===== config.mk =====
export PLATFORM = sky130hd
export DESIGN_NAME = alu_exec_seq
export DESIGN_NICKNAME = d
export VERILOG_FILES = /design/src/rtl/alu_exec_seq_pkg.sv /design/src/rtl/alu_shift_iter.sv /design/src/rtl/alu_exec_seq.sv
export SDC_FILE = /design/constraint.sdc
export NUM_CORES = 1
export LEC_CHECK = 0
export CAP_MARGIN = 20
export CORE_ASPECT_RATIO = 0.9
export CORE_MARGIN = 2
export CORE_UTILIZATION = 25
export CTS_CLUSTER_DIAMETER = 120
export DETAILED_ROUTE_END_ITERATION = 8
export PLACE_DENSITY = 0.48
export SKIP_LAST_GASP = 1
export SLEW_MARGIN = 30
export SYNTH_ARGS = -nofsm -noshare
export SYNTH_HDL_FRONTEND = slang
export SYNTH_SLANG_ARGS = --single-unit

===== constraint.sdc =====
create_clock -name clk -period 6.7 [get_ports clk]
set_input_delay 1.34 -clock clk [delete_from_list [all_inputs] [get_ports clk]]
set_output_delay 1.34 -clock clk [all_outputs]
set_load 0.02 [all_outputs]

===== src/rtl/alu_exec_seq_pkg.sv =====
// Shared ALUOp encodings and small helpers for the execute-stage ALU.
// The encodings mirror the ALU control decoder output and must not drift from it.
package alu_exec_seq_pkg;

  localparam logic [3:0] ALU_ADD  = 4'h0;
  localparam logic [3:0] ALU_SUB  = 4'h1;
  localparam logic [3:0] ALU_SLL  = 4'h2;
  localparam logic [3:0] ALU_SLT  = 4'h3;
  localparam logic [3:0] ALU_SLTU = 4'h4;
  localparam logic [3:0] ALU_XOR  = 4'h5;
  localparam logic [3:0] ALU_SRL  = 4'h6;
  localparam logic [3:0] ALU_OR   = 4'h7;
  localparam logic [3:0] ALU_AND  = 4'h8;
  localparam logic [3:0] ALU_SRA  = 4'h9;
  localparam logic [3:0] ALU_PASS = 4'hA;
  localparam logic [3:0] ALU_NOP  = 4'hB;

  // Comparison flags captured at accept, published when the result is.
  typedef struct packed {
    logic lt;
    logic ltu;
  } cmp_flags_t;

  function automatic logic op_is_shift(input logic [3:0] op);
    return (op == ALU_SLL) || (op == ALU_SRL) || (op == ALU_SRA);
  endfunction

  function automatic logic op_is_defined(input logic [3:0] op);
    return op <= ALU_NOP;
  endfunction

endpackage


===== src/rtl/alu_shift_iter.sv =====
// Iterative shifter: one bit per cycle, down-counter on the shift amount, done strobe
// asserted during the cycle whose edge performs the final shift.
module alu_shift_iter #(
  parameter int unsigned XLEN    = 32,
  parameter int unsigned SHAMT_W = $clog2(XLEN)
) (
  input  logic               clk,
  input  logic               rst,
  input  logic               start,
  input  logic               kill,
  input  logic               left,
  input  logic               arith,
  input  logic [XLEN-1:0]    data_in,
  input  logic [SHAMT_W-1:0] shamt,
  output logic               done,
  output logic [XLEN-1:0]    data_out
);

  logic [XLEN-1:0]    sh_q;
  logic [SHAMT_W-1:0] cnt_q;
  logic               active_q;
  logic               left_q;
  logic               arith_q;
  logic [XLEN-1:0]    shifted;

  // Arithmetic right shifts keep replicating the MSB, which is the sign captured at load.
  always_comb begin
    shifted = sh_q;
    if (left_q) begin
      shifted = {sh_q[XLEN-2:0], 1'b0};
    end else begin
      shifted = {arith_q & sh_q[XLEN-1], sh_q[XLEN-1:1]};
    end
  end

  assign done     = active_q && (cnt_q == SHAMT_W'(1));
  assign data_out = shifted;

  always_ff @(posedge clk or posedge rst) begin
    if (rst) begin
      sh_q     <= '0;
      cnt_q    <= '0;
      active_q <= 1'b0;
      left_q   <= 1'b0;
      arith_q  <= 1'b0;
    end else if (kill) begin
      active_q <= 1'b0;
    end else if (start) begin
      sh_q     <= data_in;
      cnt_q    <= shamt;
      left_q   <= left;
      arith_q  <= arith;
      active_q <= (shamt != '0);
    end else if (active_q) begin
      sh_q  <= shifted;
      cnt_q <= cnt_q - SHAMT_W'(1);
      if (done) begin
        active_q <= 1'b0;
      end
    end
  end

endmodule


===== src/rtl/alu_exec_seq.sv =====
// Execute-stage ALU with valid/ready request and result handshakes; shifts run
// iteratively, everything else completes in one cycle.
module alu_exec_seq
  import alu_exec_seq_pkg::*;
#(
  parameter int unsigned XLEN    = 32,
  parameter int unsigned SHAMT_W = $clog2(XLEN)
) (
  input  logic            clk,
  input  logic            rst,
  input  logic            in_valid,
  output logic            in_ready,
  input  logic [3:0]      alu_op,
  input  logic [XLEN-1:0] src_a,
  input  logic [XLEN-1:0] src_b,
  input  logic            flush,
  output logic            out_valid,
  input  logic            out_ready,
  output logic [XLEN-1:0] result,
  output logic            zero,
  output logic            lt,
  output logic            ltu,
  output logic            op_err,
  output logic            busy
);

  localparam logic [1:0] ST_IDLE  = 2'd0;
  localparam logic [1:0] ST_SHIFT = 2'd1;
  localparam logic [1:0] ST_DONE  = 2'd2;

  logic [1:0]         state_q;
  logic [XLEN-1:0]    result_q;
  logic               zero_q;
  logic               lt_q;
  logic               ltu_q;
  logic               op_err_q;
  cmp_flags_t         pend_q;

  logic               accept;
  logic               is_shift;
  logic [SHAMT_W-1:0] shamt;
  logic               lt_now;
  logic               ltu_now;
  logic [XLEN-1:0]    alu_res;
  logic               sh_done;
  logic [XLEN-1:0]    sh_result;

  assign in_ready  = (state_q == ST_IDLE) && !flush;
  assign accept    = in_valid && in_ready;
  assign out_valid = (state_q == ST_DONE);
  assign busy      = (state_q != ST_IDLE);
  assign result    = result_q;
  assign zero      = zero_q;
  assign lt        = lt_q;
  assign ltu       = ltu_q;
  assign op_err    = op_err_q;

  assign is_shift = op_is_shift(alu_op);
  assign shamt    = src_b[SHAMT_W-1:0];
  assign lt_now   = $signed(src_a) < $signed(src_b);
  assign ltu_now  = src_a < src_b;

  // Shift ops yield src_a here so a zero shift amount completes in one cycle like any other op.
  always_comb begin
    alu_res = '0;
    case (alu_op)
      ALU_ADD:  alu_res = src_a + src_b;
      ALU_SUB:  alu_res = src_a - src_b;
      ALU_SLL,
      ALU_SRL,
      ALU_SRA:  alu_res = src_a;
      ALU_SLT:  alu_res = {{(XLEN-1){1'b0}}, lt_now};
      ALU_SLTU: alu_res = {{(XLEN-1){1'b0}}, ltu_now};
      ALU_XOR:  alu_res = src_a ^ src_b;
      ALU_OR:   alu_res = src_a | src_b;
      ALU_AND:  alu_res = src_a & src_b;
      ALU_PASS: alu_res = src_b;
      ALU_NOP:  alu_res = '0;
      default:  alu_res = '0;
    endcase
  end

  alu_shift_iter #(
    .XLEN    (XLEN),
    .SHAMT_W (SHAMT_W)
  ) u_shift (
    .clk      (clk),
    .rst      (rst),
    .start    (accept && is_shift),
    .kill     (flush),
    .left     (alu_op == ALU_SLL),
    .arith    (alu_op == ALU_SRA),
    .data_in  (src_a),
    .shamt    (shamt),
    .done     (sh_done),
    .data_out (sh_result)
  );

  // Visible result/flags only change on entry to DONE, so a flush leaves the last ones intact.
  always_ff @(posedge clk or posedge rst) begin
    if (rst) begin
      state_q  <= ST_IDLE;
      result_q <= '0;
      zero_q   <= 1'b0;
      lt_q     <= 1'b0;
      ltu_q    <= 1'b0;
      op_err_q <= 1'b0;
      pend_q   <= '0;
    end else if (flush) begin
      state_q <= ST_IDLE;
    end else begin
      case (state_q)
        ST_IDLE: begin
          if (accept) begin
            if (is_shift && (shamt != '0)) begin
              pend_q  <= '{lt: lt_now, ltu: ltu_now};
              state_q <= ST_SHIFT;
            end else begin
              result_q <= alu_res;
              zero_q   <= (alu_res == '0);
              lt_q     <= lt_now;
              ltu_q    <= ltu_now;
              op_err_q <= !op_is_defined(alu_op);
              state_q  <= ST_DONE;
            end
          end
        end
        ST_SHIFT: begin
          if (sh_done) begin
            result_q <= sh_result;
            zero_q   <= (sh_result == '0);
            lt_q     <= pend_q.lt;
            ltu_q    <= pend_q.ltu;
            op_err_q <= 1'b0;
            state_q  <= ST_DONE;
          end
        end
        ST_DONE: begin
          if (out_ready) begin
            state_q <= ST_IDLE;
          end
        end
        default: state_q <= ST_IDLE;
      endcase
    end
  end

endmodule

### Word-level counts from Yosys, hierarchy flattened

Index checks and enable logic that the tools add are counted.

| storage, ports and cells | value |
|---|---|
| bits in registers | 80 |
| latch bits | 0 |
| bits in writable memories | 0 |
| ROM bits | 0 |
| output and inout port bits | 39 |
| logic and storage cells | 102 |
| memories | 0 |

| operators by class | value |
|---|---|
| add/sub/neg operators | 3 |
| $mul | 0 |
| div/mod/pow operators | 0 |
| magnitude comparators | 3 |
| eq/ne operators | 19 |
| shift-type cells | 0 |
| mux-type cells | 36 |
| bitwise operators | 5 |
| reductions and logical operators | 23 |

Operators with widths:

| cell | number |
|---|---|
| one-hot mux 32 bit (9 select lines) | 1 |
| 2-to-1 mux 32 bit | 6 |
| zero test 32 bit | 2 |
| < comparator 32 bit | 2 |
| one-hot mux 32 bit (2 select lines) | 1 |
| adder 32 bit | 1 |
| AND 32 bit | 1 |
| OR 32 bit | 1 |
| subtractor 32 bit | 1 |
| XOR 32 bit | 1 |
| equality test 4 x 3 -> 1 bit, second input constant | 4 |
| 2-to-1 mux 1 bit | 16 |
| equality test 4 bit, second input constant | 3 |
| 2-to-1 mux 2 bit | 5 |
| 2-to-1 mux 5 bit | 2 |
| equality test 4 x 2 -> 1 bit, second input constant | 2 |
| one-hot mux 1 bit (2 select lines) | 4 |
| inequality test 2 bit, second input constant | 3 |
| inequality test 3 bit, second input constant | 2 |
| one-hot mux 2 bit (3 select lines) | 1 |
| nonzero test 2 bit | 3 |
| equality test 5 x 1 -> 1 bit, second input constant | 1 |
| logical AND 1 bit | 5 |
| AND reduction 5 bit | 1 |
| other kinds (17) | 20 |

### Logic depth before layout (Yosys ltp)

| depth | value |
|---|---|
| word-level depth | 8 |
| gate-level depth with buffers | 15 |
| gate-level depth less buffers | 15 |

### Modules after synthesis

From an unflattened synthesis, not the netlist that was laid out.

| second synthesis, totals | value |
|---|---|
| cell total of the unflattened synthesis | 1,379 |
| area, all modules | 10,533.9 µm² |

By module, submodules not included:

| module | instances | cells each | area an instance (µm²) |
|---|---|---|---|
| alu_exec_seq | 1 | 1,151 | 8,220.4 |
| alu_shift_iter | 1 | 228 | 2,313.5 |

### Least setup slack after synthesis

OpenSTA, ideal clock, no wires.

| timing | value |
|---|---|
| kind | input -> register |
| from | in src_a[4] |
| to | reg result_q[31] (netlist: result[31]) |
| arrival time | 4.131 ns |
| required time | 6.579 ns |
| path slack | 2.448 ns |
| stages | 14 |
| path through | inv_1 ha_1 buf_6 nor3_4 o31ai_2 a2111oi_4 a221oi_2 and3b_1 o41ai_4 a31oi_1 a2111o_1 a21oi_1 nand2_1 a22o_1 |

| on the way | value |
|---|---|
| longest elaborated chain between the ends | 5 |
| elaborated cells on any way between the ends | 6 |
| those cells by class | add/sub: 2; mux: 4 |

RTL lines:

| what | RTL line | text |
|---|---|---|
| start, declared | alu_exec_seq.sv:14 | `input logic [XLEN-1:0] src_a,` |
| subtractor 32 bit / adder 32 bit (equally long branches) | alu_exec_seq.sv:68, alu_exec_seq.sv:67 |  |
| one-hot mux 32 bit (9 select lines) * | alu_exec_seq.sv:66 | `case (alu_op)` |
| 2-to-1 mux 32 bit * | alu_exec_seq.sv:115 | `if (is_shift && (shamt != '0)) begin` |
| 2-to-1 mux 32 bit * | alu_exec_seq.sv:114 | `if (accept) begin` |
| one-hot mux 32 bit (2 select lines) * | alu_exec_seq.sv:112 | `case (state_q)` |
| end signal, assigned | alu_exec_seq.sv:119 | `result_q <= alu_res;` |
| end signal, assigned | alu_exec_seq.sv:130 | `result_q <= sh_result;` |
| end, declared | alu_exec_seq.sv:32 | `logic [XLEN-1:0] result_q;` |

Every way passes the cells marked *; elsewhere a longest branch is shown, timed or not. The select of a mux whose other input is x is not followed.
A chain may end at the register's enable or synchronous reset.

### Worst setup path after layout

| timing | value |
|---|---|
| from | in src_b[1] |
| to | reg zero_q (netlist: zero) |

| on the way | value |
|---|---|
| longest elaborated chain between the ends | 6 |
| elaborated cells on any way between the ends | 16 |
| those cells by class | add/sub: 2; order compare: 2; eq/ne: 1; mux: 4; bitwise: 3; reduce/logical: 4 |

RTL lines:

| what | RTL line | text |
|---|---|---|
| start, declared | alu_exec_seq.sv:15 | `input logic [XLEN-1:0] src_b,` |
| subtractor 32 bit, or another cell as far along | alu_exec_seq.sv:68 | `ALU_SUB: alu_res = src_a - src_b;` |
| one-hot mux 32 bit (9 select lines) | alu_exec_seq.sv:66 |  |
| zero test 32 bit | alu_exec_seq.sv:120 | `zero_q <= (alu_res == '0);` |
| 2-to-1 mux 1 bit | alu_exec_seq.sv:115 |  |
| 2-to-1 mux 1 bit | alu_exec_seq.sv:114 |  |
| one-hot mux 1 bit (2 select lines) | alu_exec_seq.sv:112 |  |
| end signal, assigned | alu_exec_seq.sv:120 |  |
| end signal, assigned | alu_exec_seq.sv:131 | `zero_q <= (sh_result == '0);` |
| end, declared | alu_exec_seq.sv:33 | `logic zero_q;` |

Several ways; a longest one is shown, not always the timed one. The select of a mux whose other input is x is not followed.

==> results summary <==
The max-cap check violation count came out at 0. The final antenna diode count is 0. The overall die area is 43200 um2. The worst-skew pair later-pin latency is 0.35 ns. The worst setup path is captured at a register. The number of hold buffers added after CTS was 0.

The wire length of the first global-routing pass is 68200 um. In this run the power density over the cells is 188 nW/um2. The fraction of layout cells with a size suffix above 1 is 6.69%. The via count of the first global-routing pass is 10.8k. The summed negative setup slack over all endpoints came out at 0 ns. The layout has 4475 filler cells. Among all flip-flop cells after synthesis, the most frequent one is dfrtp_1. The final count of hold timing violations came out at 0. The vias per cell is 5.56. The routability congestion estimate from global placement is 0.930. The TritonCTS clock tree is done. The worst slew margin relative to its limit is 29.9%. The worst path uses 86.9% of the clock period. The share of synthesized registers carrying an async set or reset came out at 100%. In the final design database the tool counted 1633 nets.

The minimum period implied by the final worst setup slack came out at 5.82 ns. On the worst path, the slowest cell contributes a delay of 0.85 ns. Among all stages on the critical path, the largest delay is contributed by a221oi_1. Compared with the post-synthesis result, the final layout area differs by 18.6%. The critical path in this run is classified as primary input to register. The total of cells resized after clock tree synthesis is 0. The area of the mapped netlist came out at 10400 um2. The library cell with the highest instance count after synthesis is nor2_1. VDD sags by at most 126 uV. The count of standard-cell rows is 70. In this run the tool buffered the top-level ports with 111 buffer cells. The remaining antenna violation count came out at 0.

The first-iteration detailed-routing DRC count came out at 1016. The count of unique library cells instantiated by Yosys is 89. The clock-pin slew reported for the worst setup and hold paths after clock tree synthesis is 0.07 ns. By count the netlist is led by nor2_1, a21oi_1, nand2_1. The cell that appears most often on the critical path is nor4_1. Clock tree synthesis selected as its root buffer the cell clkbuf_16. The synthesized design devotes to its leading area cell type 19.3% of total area. The maximum fanout along the worst path is 6. Ranked by total cell area, the synthesized netlist is headed by dfrtp_1, ha_1, a21oi_1.

The aggregate global routing overflow came out at 0. In this run the worst hold path is classified as register to register. The run finished with clean final reports.

The kind of launch point of the worst setup path is a primary input. 112 I/O pins were placed. The sequential cell area fraction in the yosys report is 19.3%.

The first detailed-routing pass ran for 5 iterations. After technology mapping, the gate count stands at 1410. The cell family contributing the most delay on the critical path is compound AO/OA/AOI/OAI gates.

The setup slack of the worst register-to-register path came out at 3.47 ns. Synthesis inferred 80 register bits. The buffer depth of the longest clock path is 2. The setup fix buffers added after clock tree synthesis is 0. The maximum number of pins on one net before global-route repair is 76. The number of CTS-inserted buffers is 9. The analysis attributes to cell leakage a power of 0.00514 uW. Setup repair after global routing left no endpoint under its margin.

The average detailed-routed wire length per instance is 22.6 um. The region available for standard cell placement spans 40800 um2. The number of warnings printed during yosys synthesis is 0.

Traced cell by cell, the critical path runs through clkdlybuf4s50_1 -> inv_1 -> ha_1 -> a211oi_1 -> o21bai_1 -> o21a_1 -> a221o_1 -> a221oi_1 -> o21ai_0 -> nor4_1 -> nand4_1 -> nor4_1 -> nand3_1 -> o21ai_1. The fraction of the core area covered by cells at the end of the flow came out at 30.2%. Across every metal layer, demand over resource in global routing totals 20.8%.

At the worst endpoint, the arrival time is 6.10 ns. The initial core utilization came out at 25.5%. The number of antenna violations at the first check in global routing is 0. After detailed routing, the number of remaining DRC violations is 0. The final layout contains routed wiring with a total length of 45200 um. Counting every net in the synthesized netlist gives 1583. The highest attainable clock frequency came out at 0.172 GHz. Counting flops with a built-in enable in the synthesized netlist gives 0. The cell taking the most area after synthesis is dfrtp_1. The chip width is 219 um. The max-slew violation total from the final report is 0. The TritonCTS sink count is 80. The routed layout has 11.2k vias.

The die span in y came out at 197 um. The clock skew after layout is 0.00418 ns. At the pin with the least slew margin, the transition time is 1.05 ns.

For the worst setup path, the data required time is 6.98 ns. The post-synthesis average cell area came out at 7.37 um2. The total of endpoints with negative setup slack in the final report is 0. The maximum level of the CTS H-tree is 3. The number of buffers and inverters on the critical path is 2. The half-perimeter wire length of the detailed placement result is 34700 um.
kinds of logic (layout without fill, tap and decap cells):
group           Yosys count  in the layout  share of synthesized area, %
mux                      55             55                          5.44
buf+inv                 198            253                          7.96
flops                    80             80                          19.3
xor+xnor                  5              5                         0.421
fa+ha+maj               100            100                          12.2
compound gates          503            503                          32.7
simple gates            469            469                          22.0
sequential cells by signal (all words and copies together), names as in the netlist:
signal,flops
lt,1
u_shift.arith_q,1
u_shift.left_q,1
u_shift.active_q,1
ltu,1
op_err,1
result,32
pend_q,2
state_q,2
u_shift.sh_q,32
u_shift.cnt_q,5
zero,1
routing by layer:
metal / wire length, um / vias up / track usage (%)
li1: - / 5297 / -
met1: 20500 / 5371 / 28.0
met2: 20500 / 418 / 33.0
met3: 2840 / 69 / 4.25
met4: 1480 / 0 / 6.63
met5: 0 / - / 0
power by group:
part / total, uW / switching, uW / internal (uW)
Combinational: 1130 / 682 / 447
Clock: 518 / 224 / 294
Sequential: 669 / 80.2 / 589
Total: 2320 / 986 / 1330
worst reg2reg max path, delay by kind of cell (launching register included):
kind                       cells  cell delay [ns]
buffers and inverters          1             0.08
AOI/OAI and AO/OA              2             0.28
and+or+nand+nor                9             2.29
adders and majority gates      1             0.13
DFF                            1             0.39
metrics by stage:
stage	instance area [um2]	std cells	setup WS [ns]	power [uW]	hold slack (ns)
2_1_floorplan	10400	1410	2.45	1350	0.450
3_3_place_gp	12000	1989	0.668	1800	0.467
3_5_place_dp	12000	1989	0.672	1800	0.473
4_1_cts	12300	2005	1.02	2330	0.488
5_1_grt	12300	2005	0.705	2480	0.498
6_report	12300	2005	0.878	2320	0.481
worst paths after layout:
path,depth (start not counted),to,from
max in group asynchronous,3,result[26]$_DFFE_PP0P_,rst
hold / removal,2,result[9]$_DFFE_PP0P_,result[9]$_DFFE_PP0P_
min in group asynchronous,2,u_shift.cnt_q[4]$_DFFE_PP0P_,rst
setup / recovery,14,zero$_DFFE_PP0P_,src_b[1]
setup reg to reg,13,zero$_DFFE_PP0P_,u_shift.cnt_q[1]$_DFFE_PP0P_
hold reg to reg,2,result[9]$_DFFE_PP0P_,result[9]$_DFFE_PP0P_
layout by cell type (no fill, tap or decap), drive strengths merged, types with 9 or more instances in the layout:
master / count
a211oi: 16
a21o: 14
a21oi: 129
a221o: 9
a221oi: 15
a22oi: 18
a31oi: 15
and2: 11
and3: 10
buf: 27
clkbuf: 9
clkdlybuf4s50: 110
dfrtp: 80
ha: 98
inv: 103
mux2: 12
mux2i: 43
nand2: 125
nand2b: 11
nand3: 24
nand4: 19
nor2: 149
nor2b: 15
nor3: 35
nor4: 15
o211ai: 27
o21a: 12
o21ai: 113
o221ai: 9
o22ai: 11
o31ai: 24
or2: 9
layout make-up:
| class | instances | area [um2] | area share, % |
|---|---|---|---|
| flip-flops and latches | 80 | 2000 | 16.2 |
| repair buffers | 137 | 1320 | 10.7 |
| clock inverters | 7 | 77.6 | 0.629 |
| well taps | 540 | 676 | 5.48 |
| multi-input cells | 1132 | 7650 | 62.1 |
| clock buffers | 9 | 225 | 1.83 |
| inverters | 100 | 377 | 3.05 |
(Power assumes the default switching activity.)
